File: config.mk
export PLATFORM = sky130hd
export DESIGN_NAME = run_detector_seq
export DESIGN_NICKNAME = d
export VERILOG_FILES = /design/src/rtl/run_detector_seq.sv
export SDC_FILE = /design/constraint.sdc
export NUM_CORES = 1
export LEC_CHECK = 0
export ABC_AREA = 1
export CAP_MARGIN = 0
export CORE_MARGIN = 5
export CORE_UTILIZATION = 55
export DETAILED_ROUTE_END_ITERATION = 16
export DONT_BUFFER_PORTS = 1
export PLACE_DENSITY = 0.82
export REMOVE_ABC_BUFFERS = 1
export SLEW_MARGIN = 30
export SYNTH_ARGS = -nofsm -noshare
export SYNTH_HDL_FRONTEND = slang
export SYNTH_SLANG_ARGS = --single-unit
File: constraint.sdc
create_clock -name clk -period 5 [get_ports clk]
set_input_delay 1 -clock clk [delete_from_list [all_inputs] [get_ports clk]]
set_output_delay 1 -clock clk [all_outputs]
set_load 0.01 [all_outputs]
File: src/rtl/run_detector_seq.sv
// run_detector_seq
//   Captures a word on start, scans it one bit per cycle (MSB first) and
//   reports the number of runs of 1s at least MIN_LEN long and the length of
//   the longest run of 1s. Results are published on the SCAN->DONE edge and
//   hold until the next scan completes.
//
//   state | meaning
//   IDLE  | waiting for start
//   SCAN  | examining one bit per cycle, WIDTH cycles total
//   DONE  | results just published; start here begins a back-to-back scan
//
// Ports
//   clk      rising-edge clock
//   rst_n    asynchronous active-low reset
//   start    request to capture din (ignored while busy)
//   din      word to analyse
//   busy     high while in SCAN
//   done     one-cycle pulse in DONE
//   run_cnt  runs of 1s with length >= MIN_LEN
//   max_run  longest run of 1s (all runs count)
//   led      last captured word
//   seg      active-low 7-segment {dp,g,f,e,d,c,b,a} of max_run[3:0]
//
// Build option
//   RUN_DET_SEG_EN  defined: seg driven by the hex decoder
//                   undefined: no decoder, seg is constant 8'hFF (blank)

module run_detector_seq #(
  parameter  int WIDTH   = 8,
  parameter  int MIN_LEN = 1,
  localparam int CW      = $clog2(WIDTH + 1)
) (
  input  logic             clk,
  input  logic             rst_n,
  input  logic             start,
  input  logic [WIDTH-1:0] din,
  output logic             busy,
  output logic             done,
  output logic [CW-1:0]    run_cnt,
  output logic [CW-1:0]    max_run,
  output logic [WIDTH-1:0] led,
  output logic [7:0]       seg
);

  typedef enum logic [1:0] {IDLE, SCAN, DONE} state_t;

  localparam logic [CW-1:0] MIN_LEN_C = CW'(MIN_LEN);
  localparam logic [CW-1:0] WIDTH_C   = CW'(WIDTH);

  state_t           state_q;
  logic [WIDTH-1:0] shift_q;
  logic [WIDTH-1:0] led_q;
  logic [CW-1:0]    bit_cnt_q;
  logic [CW-1:0]    cur_q, cur_d;
  logic [CW-1:0]    cnt_q, cnt_d;
  logic [CW-1:0]    max_q, max_d;
  logic [CW-1:0]    cnt_fin, max_fin;
  logic [CW-1:0]    run_cnt_q, max_run_q;
  logic             busy_q, done_q;
  logic             bit_w;

  // Accumulator update for the bit under examination. cnt_fin/max_fin also
  // close a run that is still open when the LSB is a 1.
  always_comb begin
    bit_w = shift_q[WIDTH-1];
    cur_d = cur_q;
    cnt_d = cnt_q;
    max_d = max_q;
    if (bit_w) begin
      cur_d = cur_q + 1'b1;
    end else begin
      cur_d = '0;
      if (cur_q != '0) begin
        if (cur_q >= MIN_LEN_C) cnt_d = cnt_q + 1'b1;
        if (cur_q > max_q)      max_d = cur_q;
      end
    end
    cnt_fin = cnt_d;
    max_fin = max_d;
    if (bit_w) begin
      if (cur_d >= MIN_LEN_C) cnt_fin = cnt_d + 1'b1;
      if (cur_d > max_d)      max_fin = cur_d;
    end
  end

  always_ff @(posedge clk or negedge rst_n) begin
    if (!rst_n) begin
      state_q   <= IDLE;
      shift_q   <= '0;
      led_q     <= '0;
      bit_cnt_q <= '0;
      cur_q     <= '0;
      cnt_q     <= '0;
      max_q     <= '0;
      run_cnt_q <= '0;
      max_run_q <= '0;
      busy_q    <= 1'b0;
      done_q    <= 1'b0;
    end else begin
      case (state_q)
        IDLE, DONE: begin
          done_q <= 1'b0;
          if (start) begin
            state_q   <= SCAN;
            busy_q    <= 1'b1;
            shift_q   <= din;
            led_q     <= din;
            bit_cnt_q <= WIDTH_C;
            cur_q     <= '0;
            cnt_q     <= '0;
            max_q     <= '0;
          end else begin
            state_q <= IDLE;
          end
        end
        SCAN: begin
          shift_q   <= {shift_q[WIDTH-2:0], 1'b0};
          cur_q     <= cur_d;
          cnt_q     <= cnt_d;
          max_q     <= max_d;
          bit_cnt_q <= bit_cnt_q - 1'b1;
          if (bit_cnt_q == CW'(1)) begin
            state_q   <= DONE;
            busy_q    <= 1'b0;
            done_q    <= 1'b1;
            run_cnt_q <= cnt_fin;
            max_run_q <= max_fin;
          end
        end
        default: begin
          state_q <= IDLE;
          busy_q  <= 1'b0;
          done_q  <= 1'b0;
        end
      endcase
    end
  end

  assign busy    = busy_q;
  assign done    = done_q;
  assign run_cnt = run_cnt_q;
  assign max_run = max_run_q;
  assign led     = led_q;

`ifdef RUN_DET_SEG_EN
  logic [3:0] nib;
  assign nib = 4'(max_run_q);

  always_comb begin
    seg = 8'hFF;
    case (nib)
      4'h0: seg = 8'hC0;
      4'h1: seg = 8'hF9;
      4'h2: seg = 8'hA4;
      4'h3: seg = 8'hB0;
      4'h4: seg = 8'h99;
      4'h5: seg = 8'h92;
      4'h6: seg = 8'h82;
      4'h7: seg = 8'hF8;
      4'h8: seg = 8'h80;
      4'h9: seg = 8'h90;
      4'hA: seg = 8'h88;
      4'hB: seg = 8'h83;
      4'hC: seg = 8'hC6;
      4'hD: seg = 8'hA1;
      4'hE: seg = 8'h86;
      4'hF: seg = 8'h8E;
      default: seg = 8'hFF;
    endcase
  end
`else
  assign seg = 8'hFF;
`endif

endmodule

==> results of run 1 <==
## per-stage QoR
stage | power (mW) | instances
floorplan | 1.29 | 287
global placement | 1.44 | 339
detailed placement | 1.47 | 339
CTS | 1.71 | 347
global route | 1.88 | 347
finish | 1.70 | 347
## registers in the layout, indices dropped and copies added (netlist names)
signal / cells
cur_q: 4
done: 1
max_q: 4
led: 8
run_cnt: 4
shift_q: 8
state_q: 1
max_run: 4
bit_cnt_q: 4
cnt_q: 4
busy: 1
## cells in the final DEF (no fill, tap or decap), types with 3 or more instances in the layout
cell,netlist,layout
dfrtp_1,43,43
o21ai_1,3,3
nand3_1,17,17
inv_1,33,33
inv_2,5,5
conb_1,1,8
a21oi_1,6,6
clkbuf_8,0,5
ha_1,16,16
nand2_4,4,4
nand2_1,90,90
o21ai_0,12,12
o22ai_1,12,12
o21ai_2,5,5
nor2_1,10,10
nand4_1,6,6
nor2_2,5,5
## final cells by class
cell class                      count  area (um^2)
Clock buffer                        5         68.8
Tap cell                           52         65.1
Sequential cell                    43         1080
Multi-Input combinational cell    206         1140
Clock inverter                      3         26.3
Inverter                           38          143
Fill cell                         389         1810
## report_power, final
part / switching, mW / internal [mW] / total (mW) / leakage [nW]
combinational: 0.527 / 0.282 / 0.809 / 0.780
sequential: 0.148 / 0.504 / 0.651 / 0.541
clock: 0.133 / 0.103 / 0.236 / 0.0491
total: 0.808 / 0.889 / 1.70 / 1.37
## per-layer routing
layer  GRT usage, %  wire length [um]  vias up
met1           21.6              2140      829
met4           5.77                63        0
li1               -                 -      942
met3           5.67               291        8
met2           26.9              2010       49
met5              0                 0        -
## cells by family after synthesis
family                   share of synthesized area (%)
buffers and inverters                             9.94
AND/OR/NAND/NOR                                   26.5
other                                            0.154
AO/OA/AOI/OAI                                     10.5
flip-flops                                        44.3
adder cells (fa/ha/maj)                           8.24
XOR/XNOR                                         0.361
## worst min path at each step
stage / start / endpoint / cells past startpoint
6_report: rst_n / shift_q[1] / 0
5_1_grt: rst_n / max_run[2] / 0
4_1_cts: rst_n / shift_q[3] / 0
3_5_place_dp: shift_q[5] / shift_q[5] / 2
3_3_place_gp: shift_q[3] / shift_q[3] / 2
2_1_floorplan: shift_q[2] / shift_q[2] / 2
## worst max-delay path, delay by kind of cell (launching register included)
kind / cells / cell delay (ns)
DFF: 1 / 0.46
AOI/OAI and AO/OA: 6 / 0.86
buffers and inverters: 3 / 0.27
adders and majority gates: 2 / 0.53
and+or+nand+nor: 5 / 0.56
==> flow_summary.json, run 1 <==
{
  "preCtsSetupSlack_ns": 2.24,
  "cts_setup_buffers": 0,
  "start_kind": "flop",
  "critical_path_class": "reg2reg",
  "overflow": 0,
  "synthFlopType": "dfrtp_1",
  "cts_buffer_depth": 2,
  "dpl-instance-area_um2": 2420,
  "cp-end-kind": "flop",
  "drt_iter0_drc": 110,
  "fp.dieH_um": 76.5,
  "io_buffers": 0,
  "r2r-start": "cur_q[0]",
  "ys_ff_latch": 43,
  "wl_per_cell_um": 13.0,
  "reg2reg_to": "max_run[1]",
  "grt_pass1_wl_mm": 8.20,
  "drive_gt1_share_pct": 11.2,
  "utilization_pct": 58.2,
  "ys_seq_area_share_pct": 44.3,
  "numCtsBuffers": 5,
  "clock_sink_count": 43,
  "detail-route-antenna-nets": 0,
  "syn_avg_cell_area_um2": 8.26,
  "drt-total-wl_mm": 4.50,
  "post-synth-top-area-cell": "dfrtp_1",
  "fp.coreArea_um2": 4320,
  "antenna-diode-count": 0,
  "hp-class": "in2async",
  "antenna_found_initial": 0,
  "htree_levels": 2,
  "tritoncts": "built",
  "clk_pin_slew_ns": 0.09,
  "ys_types": 29,
  "crit_path_max_fanout": 8,
  "nNetsFinal": 321,
  "grt_max_degree": 44,
  "arrival_ns": 2.98,
  "vias": 1828,
  "rrSetupSlack_ns": 2.22,
  "max_freq_ghz": 0.360,
  "synth_area_leaders": "dfrtp_1 44%, nand2_1 14%, ha_1 8.2%, inv_1 5.1%, nand3_1 3.5%",
  "drc": 0,
  "slew_violations": 0,
  "irDropWorstVdd_v": 0.000354,
  "finalSetupTns_ns": 0,
  "cp-startpoint": "cur_q[0]",
  "grt_pass1_vias": 1806,
  "syn2layout_area_growth_pct": 3.60,
  "whs_ns": 0.381,
  "synth_top_area_share_pct": 44.3,
  "finalWorstSetupSlack_ns": 2.22,
  "p_per_area_nw_per_um2": 674,
  "fp.dieW_um": 76.5,
  "maxCapViolations": 0,
  "synth_edf_count": 0,
  "reg2reg_depth": 16,
  "fin_crit_sh_pct": 55.5,
  "grt_use_total_pct": 16.9,
  "status": "finished clean",
  "cpMaxStageDelayCell": "dfrtp_1",
  "post-dp-hpwl_mm": 3.36,
  "synthCells": 294,
  "viasPerCell": 5.27,
  "rsz0062_at_grt": "no",
  "clock-root-buffer": "clkbuf_8",
  "timing.final.crit_period_ns": 2.78,
  "start_util_pct": 56.2,
  "setup_viol": 0,
  "p_leak_nw": 1.37,
  "die-area_um2": 5850,
  "row_count": 24,
  "synth.most_common_cell": "nand2_1",
  "skew_ns": 0.00819,
  "io_pins": 37,
  "finalWeightedCongestion": 0.909,
  "cts_hold_buf": 0,
  "clock_latency_ns": 0.30,
  "required_ns": 5.20,
  "dr.pass1.iters": 4,
  "worst_slew_pin_slew_ns": 0.774,
  "syn_area_um2": 2430,
  "relSlewSlack_pct": 48.4,
  "synthTopCellsByCount": "90 x nand2_1, 43 x dfrtp_1, 33 x inv_1, 17 x nand3_1, 16 x ha_1",
  "crit_chain": "inv_1, ha_1, inv_1, a21oi_1, o21ai_0, nand2_4, nand2_1, o21ai_2, ha_1, a21oi_1, o21ai_0, nand3_1, o21ai_0, inv_1, nand2_1, nand2_1",
  "fin_area_um2": 2520,
  "hold_viol_final": 0,
  "synth-warning-count": 0,
  "synthArstFlopShare_pct": 100,
  "cts_resized": 0,
  "critPathMaxStageDelay_ns": 0.46,
  "crit_end": "max_run[1]"
}
(Power assumes the default switching activity.)
==> run 2: changes to the inputs <==
==> constraint.sdc (replaced) <==
create_clock -name clk -period 2.6 [get_ports clk]
set_input_delay 0.52 -clock clk [delete_from_list [all_inputs] [get_ports clk]]
set_output_delay 0.52 -clock clk [all_outputs]
set_load 0.01 [all_outputs]
==> flow_summary.json, run 2 (synthesized netlist as in run 1, its figures left out) <==
{
  "status": "finished clean",
  "preCtsSetupSlack_ns": 0.0483,
  "place_inst": 347,
  "start_kind": "flop",
  "clk_pin_slew_ns": 0.08,
  "drt-total-wl_mm": 4.71,
  "antenna_found_initial": 0,
  "cts_setup_buffers": 0,
  "irDropWorstVdd_v": 0.000643,
  "grt_use_total_pct": 17.0,
  "fp.dieH_um": 76.5,
  "internal-power_mw": 1.79,
  "pwr-share-seq_pct": 36.2,
  "syn2layout_area_growth_pct": 7.26,
  "io_pins": 37,
  "grt_max_degree": 44,
  "register_area_um2": 1080,
  "io_buffers": 0,
  "arrival_ns": 2.62,
  "drc": 0,
  "finalWeightedCongestion": 0.897,
  "multi_input_area_um2": 1150,
  "wl_per_cell_um": 13.2,
  "skew_ns": 0.0106,
  "clockPowerShare_pct": 13.1,
  "layout_common_cells": "90 x nand2_1, 43 x dfrtp_1, 32 x inv_1",
  "nNetsFinal": 330,
  "cts_buffer_depth": 2,
  "finalWorstSetupSlack_ns": 0.181,
  "start_util_pct": 56.2,
  "stdcell_count": 356,
  "antenna-diode-count": 0,
  "fp.coreArea_um2": 4320,
  "timing.final.crit_period_ns": 2.42,
  "utilization_pct": 60.3,
  "hold_viol_final": 0,
  "detail-route-antenna-nets": 0,
  "clock-root-buffer": "clkbuf_8",
  "tritoncts": "built",
  "max_freq_ghz": 0.413,
  "drt_iter0_drc": 106,
  "p_comb_share_pct": 50.7,
  "netSwitchingPower_mw": 1.62,
  "slew_violations": 0,
  "post-dp-hpwl_mm": 3.53,
  "cp-end-kind": "flop",
  "p_per_area_nw_per_um2": 1310,
  "clock_sink_count": 43,
  "viasPerCell": 5.31,
  "drive_gt1_share_pct": 14.8,
  "grt_pass1_vias": 1818,
  "clock_latency_ns": 0.31,
  "setup_viol": 0,
  "row_count": 24,
  "crit_path_max_fanout": 8,
  "required_ns": 2.80,
  "grt_pass1_wl_mm": 8.26,
  "maxCapViolations": 0,
  "die-area_um2": 5850,
  "fillers": 382,
  "fp.dieW_um": 76.5,
  "overflow": 0,
  "htree_levels": 2,
  "dr.pass1.iters": 4,
  "vias": 1890,
  "numCtsBuffers": 5,
  "critical_path_class": "reg2reg",
  "fin_crit_sh_pct": 93.0,
  "p_leak_nw": 1.42,
  "layout_commonest_cell": "nand2_1",
  "sw_frac_of_total_pct": 47.6,
  "hp-class": "in2async"
}
## run 2: power groups by stage
stage	clock network, mW	logic, mW	registers, mW
2_1_floorplan	0	1.28	1.21
3_3_place_gp	0	1.61	1.24
3_5_place_dp	0	1.67	1.25
4_1_cts	0.464	1.69	1.24
5_1_grt	0.495	1.98	1.28
6_report	0.445	1.73	1.24
## run 2: path summary, 6_finish.rpt
check / start / to / slack [ns] / cells past startpoint
worst max-delay path: max_q[2] / max_run[0] / 0.18 / 16
worst min-delay path: rst_n / max_q[0] / 0.05 / 1
worst max register to register: max_q[2] / max_run[0] / 0.18 / 16
worst min register to register: shift_q[4] / shift_q[4] / 0.49 / 2
max in group asynchronous: rst_n / cnt_q[3] / 2.34 / 1
min in group clk: din[3] / led[3] / 0.35 / 2
## run 2: timing repair
| item | in CTS | in global routing |
|---|---|---|
| endpoints found under the hold margin | 43 | 0 |
| hold buffers | 1 | 0 |
| gates resized for setup | 0 | 8 |
| endpoints found under the setup margin | 0 | 4 |
## run 2: cell type report
type                            instances  share of cell area [%]
Multi-Input combinational cell        206                    44.0
Sequential cell                        43                    41.3
Inverter                               38                    5.47
Timing Repair Buffer                    9                    3.07
Clock buffer                            5                    2.64
Tap cell                               52                    2.50
Clock inverter                          3                    1.01
## run 2: metal layers
metal | track usage, % | vias to the layer above | routed length [um]
li1 | - | 958 | -
met1 | 22.2 | 887 | 2220
met2 | 27.7 | 38 | 2190
met3 | 4.73 | 7 | 249
met4 | 4.55 | 0 | 51
met5 | 0 | - | 0
## run 2: per-stage QoR
stage / total power [mW] / area, um^2 / hold WS [ns] / TNS [ns]
floorplan: 2.49 / 2360 / 0.224 / 0
global placement: 2.85 / 2480 / 0.226 / 0
detailed placement: 2.92 / 2480 / 0.226 / 0
CTS: 3.40 / 2600 / 0.0508 / 0
global route: 3.76 / 2610 / 0.0549 / -0.0308
finish: 3.41 / 2610 / 0.0537 / 0
## run 2: worst max-delay path, stage by stage, from the launching register on
cell and delay (ns):
dfrtp_1 0.36, inv_1 0.10, ha_1 0.24, nand2_1 0.10
nor2_1 0.08, nor2_4 0.12, nand2_4 0.09, nand2_1 0.09
o21ai_2 0.07, ha_1 0.32, nand2_1 0.07, o21ai_1 0.19
nand3_2 0.18, o21ai_1 0.17, inv_1 0.05, nand2_1 0.05
nand2_1 0.04
==> run 3: changes to the inputs <==
--- a/config.mk
+++ b/config.mk
@@ -17,3 +17,4 @@
 export SYNTH_ARGS = -nofsm -noshare
 export SYNTH_HDL_FRONTEND = slang
 export SYNTH_SLANG_ARGS = --single-unit
+export TNS_END_PERCENT = 5
==> results of run 3 <==
No change in the layout: final DEF, timing and power equal those of run 2.
==> patch (flow settings as in run 2) <==
Add a define of `RUN_DET_SEG_EN`.
--- a/src/rtl/run_detector_seq.sv
+++ b/src/rtl/run_detector_seq.sv
@@ -24,6 +24,8 @@
 // Build option
 //   RUN_DET_SEG_EN  defined: seg driven by the hex decoder
 //                   undefined: no decoder, seg is constant 8'hFF (blank)
+
+`define RUN_DET_SEG_EN
 
 module run_detector_seq #(
   parameter  int WIDTH   = 8,
Behaviour: not the same (a bounded check fails within 4 cycles, from zero or initial values and one cycle with rst_n low).
==> patch against run 2 <==
Via count is 12% higher; routed wire length is 9.2% higher; total power is 9.0% higher; utilization is 2.6 points higher; setup slack worse by 0.025 ns; clock skew is 0.0032 ns lower; hold slack worse by 0.0076 ns; synthesized area is 4.8% higher; sequential cell count stayed put; cell area is 6.5% higher; largest cell class unchanged.
==> patch: results (changes against run 2) <==
buffers inserted by post-CTS timing repair 0 (unchanged); most frequent cells after synthesis sky130_fd_sc_hd__nand2_1 (106), sky130_fd_sc_hd__dfrtp_1 (43), sky130_fd_sc_hd__inv_1 (39); total placed instance area 2633 um^2 (+6.0%); share of the synthesized netlist area taken by xor and xnor gates 0.3438% (-0.017 points); met2 layer wire length in the routed design 2520 um (+15%); synth top area cells sky130_fd_sc_hd__dfrtp_1 (42%), sky130_fd_sc_hd__nand2_1 (16%), sky130_fd_sc_hd__ha_1 (11%); GRT Overall Usage 17.83% (+0.81 points); fill cell count 371 (-2.9%); multi-input gate count 228 (+11%); startpoint of the worst setup timing path cur_q[1]; mean cell area of the mapped netlist 7.936 um^2 (-4.0%); clock network share of area 3.336% (-0.31 points); sequential share of power 34.2% (-2.0 points); number of buffers on the longest clock path 2 (unchanged); detailed-routing iteration count for the pre-antenna-repair pass 4 (unchanged); final RePlAce weighted congestion 0.8839 (-1.5%); layout cells sized above 1 13.29% (-1.5 points); adder and majority cell fraction of the synthesized area 10.81% (+2.6 points); layout inverter count without the clock tree 42 (+11%); Clock Skew 0.007334 ns (-0.003243 ns); post-CTS sizing 3 (+3); Storage cell area 1077 um^2 (+0.12%); Post-Place Cells 373 (+7.5%); global-route wire length before repair 8983 um (+8.8%); area share of buffers outside the clock network 3.156% (+0.084 points); number of global-route vias before repair 2045 (+12%); worst IR drop on VDD 0.7706 mV (+20%); wl on met1 2314 um (+4.4%); stage delay of the slowest cell on the critical path 0.46 ns (+0.10 ns); power in combinational cells 2.01 mW (+16%); R2R depth 17 (+1); distinct cell type count of the synthesized netlist 30 (+3.4%); standard cell with the maximum stage delay on the critical path sky130_fd_sc_hd__dfrtp_2; clock power share 11.8% (-1.3 points); layout overhead on the synthesized area 8.939%; via/cell ratio 5.504 (+3.7%); worst setup timing slack at the placement stage -0.1126 ns (-0.1610 ns); result of the run finished clean; reg-to-reg setup timing slack 0.16 ns (-0.02 ns); area of the mapped netlist 2547 um^2 (+4.8%); Static Leakage 1.507 nW (+5.9%); multi-input gate area in the final layout 1295 um^2 (+13%); DRC marker count from the first detailed-route iteration 99 (-6.6%); switching part of the total 49.30% (+1.7 points); area fraction in compound gates after synthesis 11.59% (+1.1 points); hold slack final 0.04604 ns (-0.007644 ns); overall via count from detail_route 2108 (+12%); post-route fraction of the period consumed by the critical path 93.98% (+0.95 points); count of non-CTS buffers in the layout 10 (+1); DPL Wire Length 3853 um (+9.3%); fraction of the yosys area taken by sequential cells 42.24% (-2.0 points); detail-routed net length per standard cell 13.44 um (+1.5%); count of synthesis-stage warnings from yosys 0 (unchanged); cell family with the largest share of critical-path delay simple AND/OR/NAND/NOR gates; amount of wire on met3 after detailed routing 214 um (-14%); maximum level of the CTS H-tree 2 (unchanged); Net count, final 363 (+10%)
patch: cell types whose count changed in the layout (fill, tap and decap cells not counted), moves of 2 or more:
| cell | change |
|---|---|
| sky130_fd_sc_hd__nand2_1 | +16 |
| sky130_fd_sc_hd__a21oi_1 | +7 |
| sky130_fd_sc_hd__conb_1 | -7 |
| sky130_fd_sc_hd__ha_1 | +5 |
| sky130_fd_sc_hd__inv_1 | +4 |
| sky130_fd_sc_hd__nor2_1 | +4 |
| sky130_fd_sc_hd__clkinvlp_4 | +2 |
| sky130_fd_sc_hd__nand3_1 | -2 |
| sky130_fd_sc_hd__nand3_2 | -2 |
| sky130_fd_sc_hd__nor2_2 | -2 |
| sky130_fd_sc_hd__o21ai_0 | +2 |
patch: layer usage:
layer	vias to the layer above	global-route usage, %
met5	-	0
met4	0	6.250
met3	13	3.661
met2	38	30.30
met1	1006	22.48
li1	1051	-
